**src/rtl/inidata_pkg.sv**
```systemverilog
// Shared definitions for the stencil-buffer sequencer.
//   CNT_W     : width of the buffer address counters and the point count
//   PARK_ADDR : slot wr_cnt parks on whenever no record is being written
//   MIN_PTS   : smallest legal point count (a centre plus two neighbours each side)
//   FIRST_PT / LAST_OFS : sweep range, rd_cnt runs FIRST_PT .. N-LAST_OFS
//   state_t   : controller FSM states
// Optional feature macro: INIDATA_SEQ_BOUNDARY_EN (full 0..N-1 sweep).
package inidata_pkg;

  localparam int CNT_W = 8;
  localparam logic [CNT_W-1:0] PARK_ADDR = CNT_W'(255);
  localparam int MIN_PTS = 5;

`ifdef INIDATA_SEQ_BOUNDARY_EN
  localparam logic [CNT_W-1:0] FIRST_PT = CNT_W'(0);
  localparam logic [CNT_W-1:0] LAST_OFS = CNT_W'(1);
`else
  localparam logic [CNT_W-1:0] FIRST_PT = CNT_W'(2);
  localparam logic [CNT_W-1:0] LAST_OFS = CNT_W'(3);
`endif

  typedef enum logic [2:0] {
    IDLE   = 3'd0,
    LOAD   = 3'd1,
    SETTLE = 3'd2,
    RUN    = 3'd3,
    DONE   = 3'd4
  } state_t;

  // The upper bound is checked in int so it stays meaningful if CNT_W grows
  // past PARK_ADDR's range.
  function automatic logic legal_n(input logic [CNT_W-1:0] n);
    int nv;
    nv = int'(n);
    return (nv >= MIN_PTS) && (nv <= int'(PARK_ADDR));
  endfunction

endpackage

```
**src/rtl/inidata_seq_ctrl_if.sv**
```systemverilog
// Handshake / address bundle between the sequencer and its environment
// (record source, stencil buffer, calculation pipeline).
//   master : the sequencer (drives in_ready, addresses, cal_valid, status)
//   slave  : the environment (drives start, num_pts, in_valid, cal_ready)
// Optional feature macro: INIDATA_SEQ_BOUNDARY_EN adds edge_mask.
interface inidata_seq_ctrl_if;
  import inidata_pkg::*;

  logic             start;
  logic [CNT_W-1:0] num_pts;
  logic             in_valid;
  logic             in_ready;
  logic [CNT_W-1:0] wr_cnt;
  logic [CNT_W-1:0] rd_cnt;
  logic             cal_valid;
  logic             cal_ready;
  logic             busy;
  logic             done;
  logic             err;
`ifdef INIDATA_SEQ_BOUNDARY_EN
  logic [3:0]       edge_mask;
`endif

  modport master (
    input  start, num_pts, in_valid, cal_ready,
`ifdef INIDATA_SEQ_BOUNDARY_EN
    output edge_mask,
`endif
    output in_ready, wr_cnt, rd_cnt, cal_valid, busy, done, err
  );

  modport slave (
    output start, num_pts, in_valid, cal_ready,
`ifdef INIDATA_SEQ_BOUNDARY_EN
    input  edge_mask,
`endif
    input  in_ready, wr_cnt, rd_cnt, cal_valid, busy, done, err
  );

endinterface

```
**src/rtl/inidata_addr_cnt.sv**
```systemverilog
// Loadable, enable-incrementing address counter.
//   clk, rst : clock, asynchronous active-high reset (cnt -> RST_VAL)
//   load     : cnt <= load_val (has priority over inc)
//   inc      : cnt <= cnt + 1
//   cnt      : current address
module inidata_addr_cnt #(
  parameter int           W       = 8,
  parameter logic [W-1:0] RST_VAL = '0
) (
  input  logic         clk,
  input  logic         rst,
  input  logic         load,
  input  logic [W-1:0] load_val,
  input  logic         inc,
  output logic [W-1:0] cnt
);

  always_ff @(posedge clk or posedge rst) begin
    if (rst)       cnt <= RST_VAL;
    else if (load) cnt <= load_val;
    else if (inc)  cnt <= cnt + W'(1);
  end

endmodule

```
**src/rtl/inidata_seq_ctrl.sv**
```systemverilog
// Sequencer for the 6-field stencil buffer (r/alpha/K/phi/pi_m/psi).
// Loads N records from the input stream into buffer slots 0..N-1 via wr_cnt,
// waits one cycle for the last write, then sweeps rd_cnt over the points and
// hands each one to the calculation pipeline with a valid/ready handshake.
// Ports:
//   clk, rst        : clock, asynchronous active-high reset
//   bus.start       : start pulse, sampled in IDLE; bus.num_pts latched then
//   bus.in_valid/in_ready   : record stream handshake (data goes to the buffer)
//   bus.wr_cnt / bus.rd_cnt : buffer write / read (centre point) address
//   bus.cal_valid/cal_ready : calc pipeline handshake
//   bus.busy, bus.done, bus.err : status; done and err are one-cycle pulses
//   bus.edge_mask   : {i-2, i-1, i+1, i+2 invalid}, boundary build only
// Optional feature macro: INIDATA_SEQ_BOUNDARY_EN sweeps 0..N-1 and adds edge_mask.
module inidata_seq_ctrl
  import inidata_pkg::*;
(
  input logic                clk,
  input logic                rst,
  inidata_seq_ctrl_if.master bus
);

  state_t           state, state_nxt;
  logic [CNT_W-1:0] wr_cnt, rd_cnt;
  logic [CNT_W-1:0] wr_last, rd_last;
  logic             err_q;
  logic             start_ok, start_bad;
  logic             wr_acc, wr_fin, rd_acc, rd_fin;

  assign start_ok  = (state == IDLE) && bus.start &&  legal_n(bus.num_pts);
  assign start_bad = (state == IDLE) && bus.start && !legal_n(bus.num_pts);
  assign wr_acc    = (state == LOAD) && bus.in_valid;
  assign wr_fin    = wr_acc && (wr_cnt == wr_last);
  assign rd_acc    = (state == RUN) && bus.cal_ready;
  assign rd_fin    = rd_acc && (rd_cnt == rd_last);

  always_ff @(posedge clk or posedge rst) begin
    if (rst) state <= IDLE;
    else     state <= state_nxt;
  end

  always_comb begin
    state_nxt = state;
    case (state)
      IDLE:    if (start_ok) state_nxt = LOAD;
      LOAD:    if (wr_fin)   state_nxt = SETTLE;
      SETTLE:                state_nxt = RUN;
      RUN:     if (rd_fin)   state_nxt = DONE;
      DONE:                  state_nxt = IDLE;
      default:               state_nxt = IDLE;
    endcase
  end

  always_comb begin
    bus.in_ready  = 1'b0;
    bus.cal_valid = 1'b0;
    bus.busy      = 1'b1;
    bus.done      = 1'b0;
    case (state)
      IDLE:    bus.busy      = 1'b0;
      LOAD:    bus.in_ready  = 1'b1;
      RUN:     bus.cal_valid = 1'b1;
      DONE:    bus.done      = 1'b1;
      default: ;
    endcase
  end

  // End points are fixed at latch time so the compares above never see a
  // subtraction that could wrap.
  always_ff @(posedge clk or posedge rst) begin
    if (rst) begin
      wr_last <= '0;
      rd_last <= '0;
      err_q   <= 1'b0;
    end else begin
      err_q <= start_bad;
      if (start_ok) begin
        wr_last <= bus.num_pts - CNT_W'(1);
        rd_last <= bus.num_pts - LAST_OFS;
      end
    end
  end

  // Write address: 0 on start, parks again as soon as the last record lands.
  inidata_addr_cnt #(.W(CNT_W), .RST_VAL(PARK_ADDR)) u_wr_cnt (
    .clk      (clk),
    .rst      (rst),
    .load     (start_ok || wr_fin),
    .load_val (wr_fin ? PARK_ADDR : '0),
    .inc      (wr_acc),
    .cnt      (wr_cnt)
  );

  // Read address: preset while entering SETTLE; the final handshake does not
  // advance it, so it holds the last point through DONE and never reaches PARK_ADDR.
  inidata_addr_cnt #(.W(CNT_W), .RST_VAL('0)) u_rd_cnt (
    .clk      (clk),
    .rst      (rst),
    .load     (wr_fin),
    .load_val (FIRST_PT),
    .inc      (rd_acc && !rd_fin),
    .cnt      (rd_cnt)
  );

  assign bus.wr_cnt = wr_cnt;
  assign bus.rd_cnt = rd_cnt;
  assign bus.err    = err_q;

`ifdef INIDATA_SEQ_BOUNDARY_EN
  // rd_last is N-1 here, so i+1 is out of range at rd_last and i+2 from rd_last-1.
  assign bus.edge_mask = {(rd_cnt < CNT_W'(2)),
                          (rd_cnt == '0),
                          (rd_cnt >= rd_last),
                          (rd_cnt >= rd_last - CNT_W'(1))};
`endif

endmodule

```
**src/flat_wrapper.sv**
```systemverilog
// flat-port wrapper written by rule: the top's interface ports become plain ports
module inidata_seq_ctrl_flat import inidata_pkg::*;
  (clk, rst, bus_start, bus_num_pts, bus_in_valid, bus_cal_ready, bus_in_ready, bus_wr_cnt, bus_rd_cnt, bus_cal_valid, bus_busy, bus_done, bus_err);
  inidata_seq_ctrl_if bus_i ();
  input logic clk;
  input logic rst;
  input wire logic [$bits(bus_i.start)-1:0] bus_start;
  input wire logic [$bits(bus_i.num_pts)-1:0] bus_num_pts;
  input wire logic [$bits(bus_i.in_valid)-1:0] bus_in_valid;
  input wire logic [$bits(bus_i.cal_ready)-1:0] bus_cal_ready;
  output wire logic [$bits(bus_i.in_ready)-1:0] bus_in_ready;
  output wire logic [$bits(bus_i.wr_cnt)-1:0] bus_wr_cnt;
  output wire logic [$bits(bus_i.rd_cnt)-1:0] bus_rd_cnt;
  output wire logic [$bits(bus_i.cal_valid)-1:0] bus_cal_valid;
  output wire logic [$bits(bus_i.busy)-1:0] bus_busy;
  output wire logic [$bits(bus_i.done)-1:0] bus_done;
  output wire logic [$bits(bus_i.err)-1:0] bus_err;
  assign bus_i.start = bus_start;
  assign bus_i.num_pts = bus_num_pts;
  assign bus_i.in_valid = bus_in_valid;
  assign bus_i.cal_ready = bus_cal_ready;
  assign bus_in_ready = bus_i.in_ready;
  assign bus_wr_cnt = bus_i.wr_cnt;
  assign bus_rd_cnt = bus_i.rd_cnt;
  assign bus_cal_valid = bus_i.cal_valid;
  assign bus_busy = bus_i.busy;
  assign bus_done = bus_i.done;
  assign bus_err = bus_i.err;
  inidata_seq_ctrl u_core (.clk(clk), .rst(rst), .bus(bus_i));
endmodule
```
**config.mk**
```make
export PLATFORM = sky130hd
export DESIGN_NAME = inidata_seq_ctrl_flat
export DESIGN_NICKNAME = d
export VERILOG_FILES = /design/src/rtl/inidata_pkg.sv /design/src/rtl/inidata_seq_ctrl_if.sv /design/src/rtl/inidata_addr_cnt.sv /design/src/rtl/inidata_seq_ctrl.sv /design/src/flat_wrapper.sv
export SDC_FILE = /design/constraint.sdc
export NUM_CORES = 1
export LEC_CHECK = 0
export CAP_MARGIN = 20
export CORE_UTILIZATION = 40
export DETAILED_ROUTE_END_ITERATION = 10
export GPL_TIMING_DRIVEN = 0
export PLACE_DENSITY = 0.63
export SETUP_SLACK_MARGIN = 0.05
export SYNTH_ARGS = -nofsm -noshare
export SYNTH_HDL_FRONTEND = slang
export SYNTH_SLANG_ARGS = --single-unit
```
**constraint.sdc**
```tcl
create_clock -name clk -period 2.1 [get_ports clk]
set_input_delay 0.21 -clock clk [delete_from_list [all_inputs] [get_ports clk]]
set_output_delay 0.21 -clock clk [all_outputs]
set_load 0.02 [all_outputs]
```
==> impl_summary.txt <==
----------------------------------------------------
[Run status]
  Outcome ... complete, no violations

[GRT]
  All-Layer GR Usage ... 0.179
  Pin count of the biggest net entering global routing ... 25
  Sum of overflow across all layers after global routing ... 0
  Initial antenna violation count ... 0
  First-pass GRT wire length ... 7480 um
  Number of global-route vias before repair ... 1556

[Yosys]
  Syn_area_per_cell ... 9.43 sq um
  Share of cell area taken by muxes after synthesis ... 0.00478
  Share of the synthesized area in compound gates (AO/OA/AOI/OAI) ... 0.161
  Top flip-flop cell by instance count after synthesis ... sky130_fd_sc_hd__dfrtp_1
  Post-synth net total ... 240
  Area share of and/or/nand/nor cells after synthesis ... 0.184
  Post-synth cell types ... 42
  Yosys top cell area share ... 0.323
  Synth Area in Adders ... 0.0299
  Post-synth design cell area ... 2090 sq um
  Post-synthesis sequential area ratio ... 0.423
  Combinational family with the most area after synthesis ... simple AND/OR/NAND/NOR gates
  Syn Inst Count ... 222
  #FFs+latches synth ... 35
  Most area-consuming cells after synthesis ... sky130_fd_sc_hd__dfrtp_1, sky130_fd_sc_hd__dfstp_2, sky130_fd_sc_hd__xnor2_1, sky130_fd_sc_hd__xor2_1, sky130_fd_sc_hd__nand2_1
  Cell accounting for the most synthesized area ... sky130_fd_sc_hd__dfrtp_1
  EDFF count, synth ... 0
  Xor-xnor portion of the synthesized cell area ... 0.146
  Fraction of registers with async set/reset ... 1.00
  Synthesis Warnings ... 0

[Routing]
  Count of TritonRoute iterations in the first routing pass ... 4
  Total via count in the routed design ... 1684
  Antenna Nets Post-Route ... 0
  Iter 0 DRT Violations ... 114
  Routed WL ... 4540 um
  DRC violations left ... 0
  DR vias/cell ... between 5 and 6
  Detailed-route wire length per cell ... 13.7 um

[Finish]
  Cell area after layout ... 2610 sq um
  Net count reported at finish ... 281
  Leading cell type in the layout, fill and taps excluded ... sky130_fd_sc_hd__clkdlybuf4s50_1
  Ant. Diodes ... 0
  Leading cell types in the layout, fill and taps excluded ... sky130_fd_sc_hd__clkdlybuf4s50_1, sky130_fd_sc_hd__nand2_1, sky130_fd_sc_hd__dfrtp_1, sky130_fd_sc_hd__xnor2_1, sky130_fd_sc_hd__nor2_1
  # fillers ... 468
  Syn-to-layout area delta ... 24.7%
  Number of standard cells in the final layout excluding fillers ... 331
  Share of cells above drive strength 1 ... 0.136
  Util after Layout ... 0.535

[Power and ir drop]
  Worst vdd rail ir drop ... roughly 0.39 mV
  Leakage ... 0.00107 uW
  Pwr per Cell Area ... 1190 nW/um^2
  Final Power ... 3100 uW

[Timing]
  Ratio of final minimum period to clock period ... 0.950
  Worst hold slack ... 0.261 ns
  Actual slew at the worst max-slew pin ... between 0.5 and 0.6 ns
  Final hold violation count ... 0
  Unrepaired setup endpoints after global routing ... no
  Clock Skew ... a little under 0.006 ns
  Final worst path period need ... approximately 2 ns
  Relative slew slack ... 0.632
  Final setup vio count ... 0
  Max Slew Vio Count ... 0
  Upper clock frequency limit ... 501 MHz

[Placement]
  Post-place instance area ... 2520 sq um
  Sum of net half-perimeters after detailed placement ... roughly 3400 um
  Cells after DPL ... 321
  Number of buffers added on ports ... 31
  Placer's final routability congestion estimate ... 0.787

[CTS]
  Cts-stage hold buffer count ... 0
  Total CTS buffers ... 5
  Max H-tree Level ... 2
  Root Driver ... sky130_fd_sc_hd__clkbuf_8
  Max clock buf depth ... 2
  Clock latency reported for the late side of the worst-skew pair ... 0.29 ns
  Clk sinks ... 35
  TritonCTS clock tree ... done
  Count of cells resized by post-cts repair ... 0
  Clock transition at the register clock pins on the worst setup and hold paths after CTS ... approximately 0.070 ns

[Critical path]
  Critical path class ... input port to register
  Cell breakdown of the critical path ... clkdlybuf4s50_1, or4_4, a211oi_4, or2_1, buf_6, buf_4, o211ai_1, o21ai_2
  CP max FO ... 10
  Arr. time, crit path ... 2.22 ns
  Stage delay of the slowest cell on the critical path ... 0.59 ns
  Req. time, crit path ... 2.33 ns
  Type of destination of the critical path ... register
  Startpoint class of the critical path ... input port
  Critical-path top delay cell ... sky130_fd_sc_hd__or4_4

[Floorplanning]
  Die area ... between 5000 and 6000 sq um
  Horizontal extent of the die ... 74.4 um
  Die height ... 74.4 um
  I/O pin cnt ... 34
  Initial core utilization ... 0.429
  Area of the core region ... just under 5000 sq um
  Number of placement rows ... 25

[Flow run]
  Maximum Capacitance Violations ... 0

[Hold path]
  Hold WC Path Type ... input port to asynchronous set/reset pin

----------------------------------------------------
worst max-delay path, delay by kind of cell:
kind	cells	cell delay, ns
buf+inv	3	0.78
simple gates	2	0.74
compound gates	3	0.47
through the flow:
stage	setup TNS [ns]	worst slack (ns)
2_1_floorplan	0	0.177
3_3_place_gp	-3.24	-0.175
3_5_place_dp	-3.52	-0.185
4_1_cts	0	0.109
5_1_grt	0	0.0553
6_report	0	0.106
state kept, by name, summed over array words and instances, names as in the netlist:
name                 cells
u_core.u_rd_cnt.cnt      8
u_core.bus.err           1
u_core.u_wr_cnt.cnt      8
u_core.wr_last           7
u_core.state             3
u_core.rd_last           8
report_power, final:
part | internal, uW | total (uW) | switching (uW)
combinational | 649 | 1400 | 750
clock | 233 | 478 | 246
sequential | 945 | 1220 | 274
total | 1830 | 3100 | 1270
cell type report:
class / instances / area [sq um] / share of cell area
timing repair buffer: 34 / 353 / 0.135
tap: 67 / 83.8 / 0.0321
clock inverter: 1 / 5.00 / 0.00192
buffer: 9 / 68.8 / 0.0263
sequential: 35 / 886 / 0.339
multi-input combinational: 168 / 1100 / 0.422
clock buffer: 7 / 76.3 / 0.0292
inverter: 10 / 37.5 / 0.0144
kinds of logic (layout without fill, tap and decap cells):
| kind of cell | Yosys count | after routing |
|---|---|---|
| buf+inv | 19 | 61 |
| compound gates | 50 | 50 |
| simple gates | 77 | 77 |
| fa+ha+maj | 5 | 5 |
| mux | 1 | 1 |
| flops | 35 | 35 |
| xor+xnor | 35 | 35 |
worst paths after layout:
kind | from | to | slack [ns] | cells after the start
max in group asynchronous | rst | u_core.u_wr_cnt.cnt[5]$_DFFE_PP1P_ | 1.25 | 3
worst max register to register | u_core.state[1]$_DFFE_PP0P_ | u_core.u_wr_cnt.cnt[6]$_DFFE_PP1P_ | 0.25 | 7
worst min register to register | u_core.rd_last[6]$_DFFE_PP0P_ | u_core.rd_last[6]$_DFFE_PP0P_ | 0.51 | 2
min in group clk | bus_num_pts[3] | u_core.rd_last[3]$_DFFE_PP0P_ | 0.34 | 3
worst min-delay path | rst | u_core.u_rd_cnt.cnt[1]$_DFFE_PP0P_ | 0.26 | 2
worst max-delay path | bus_num_pts[6] | u_core.u_wr_cnt.cnt[3]$_DFFE_PP1P_ | 0.11 | 8
cells in the mapped netlist, types with 6 or more instances:
master                     number
sky130_fd_sc_hd__nor2_1        18
sky130_fd_sc_hd__dfstp_2        8
sky130_fd_sc_hd__o21ai_0       16
sky130_fd_sc_hd__xor2_1        17
sky130_fd_sc_hd__xnor2_1       18
sky130_fd_sc_hd__o211ai_1       6
sky130_fd_sc_hd__nand2_1       28
sky130_fd_sc_hd__a21oi_1       10
sky130_fd_sc_hd__inv_1         10
sky130_fd_sc_hd__dfrtp_1       27
per-layer routing:
layer / share of wire / vias to the layer above / global-route usage
li1: - / 844 / -
met1: 0.52 / 805 / 0.260
met2: 0.44 / 29 / 0.264
met3: 0.027 / 6 / 0.0407
met4: 0.014 / 0 / 0.0566
met5: 0 / - / 0
what timing repair did:
action / in CTS / in global routing
setup endpoints to repair: 2 / 5
buffers inserted: 0 / 2
cloned: 0 / 0
pin swaps: 1 / 1
endpoints found under the hold margin: 0 / 0
Note: power is estimated with default switching activity, not from simulation.
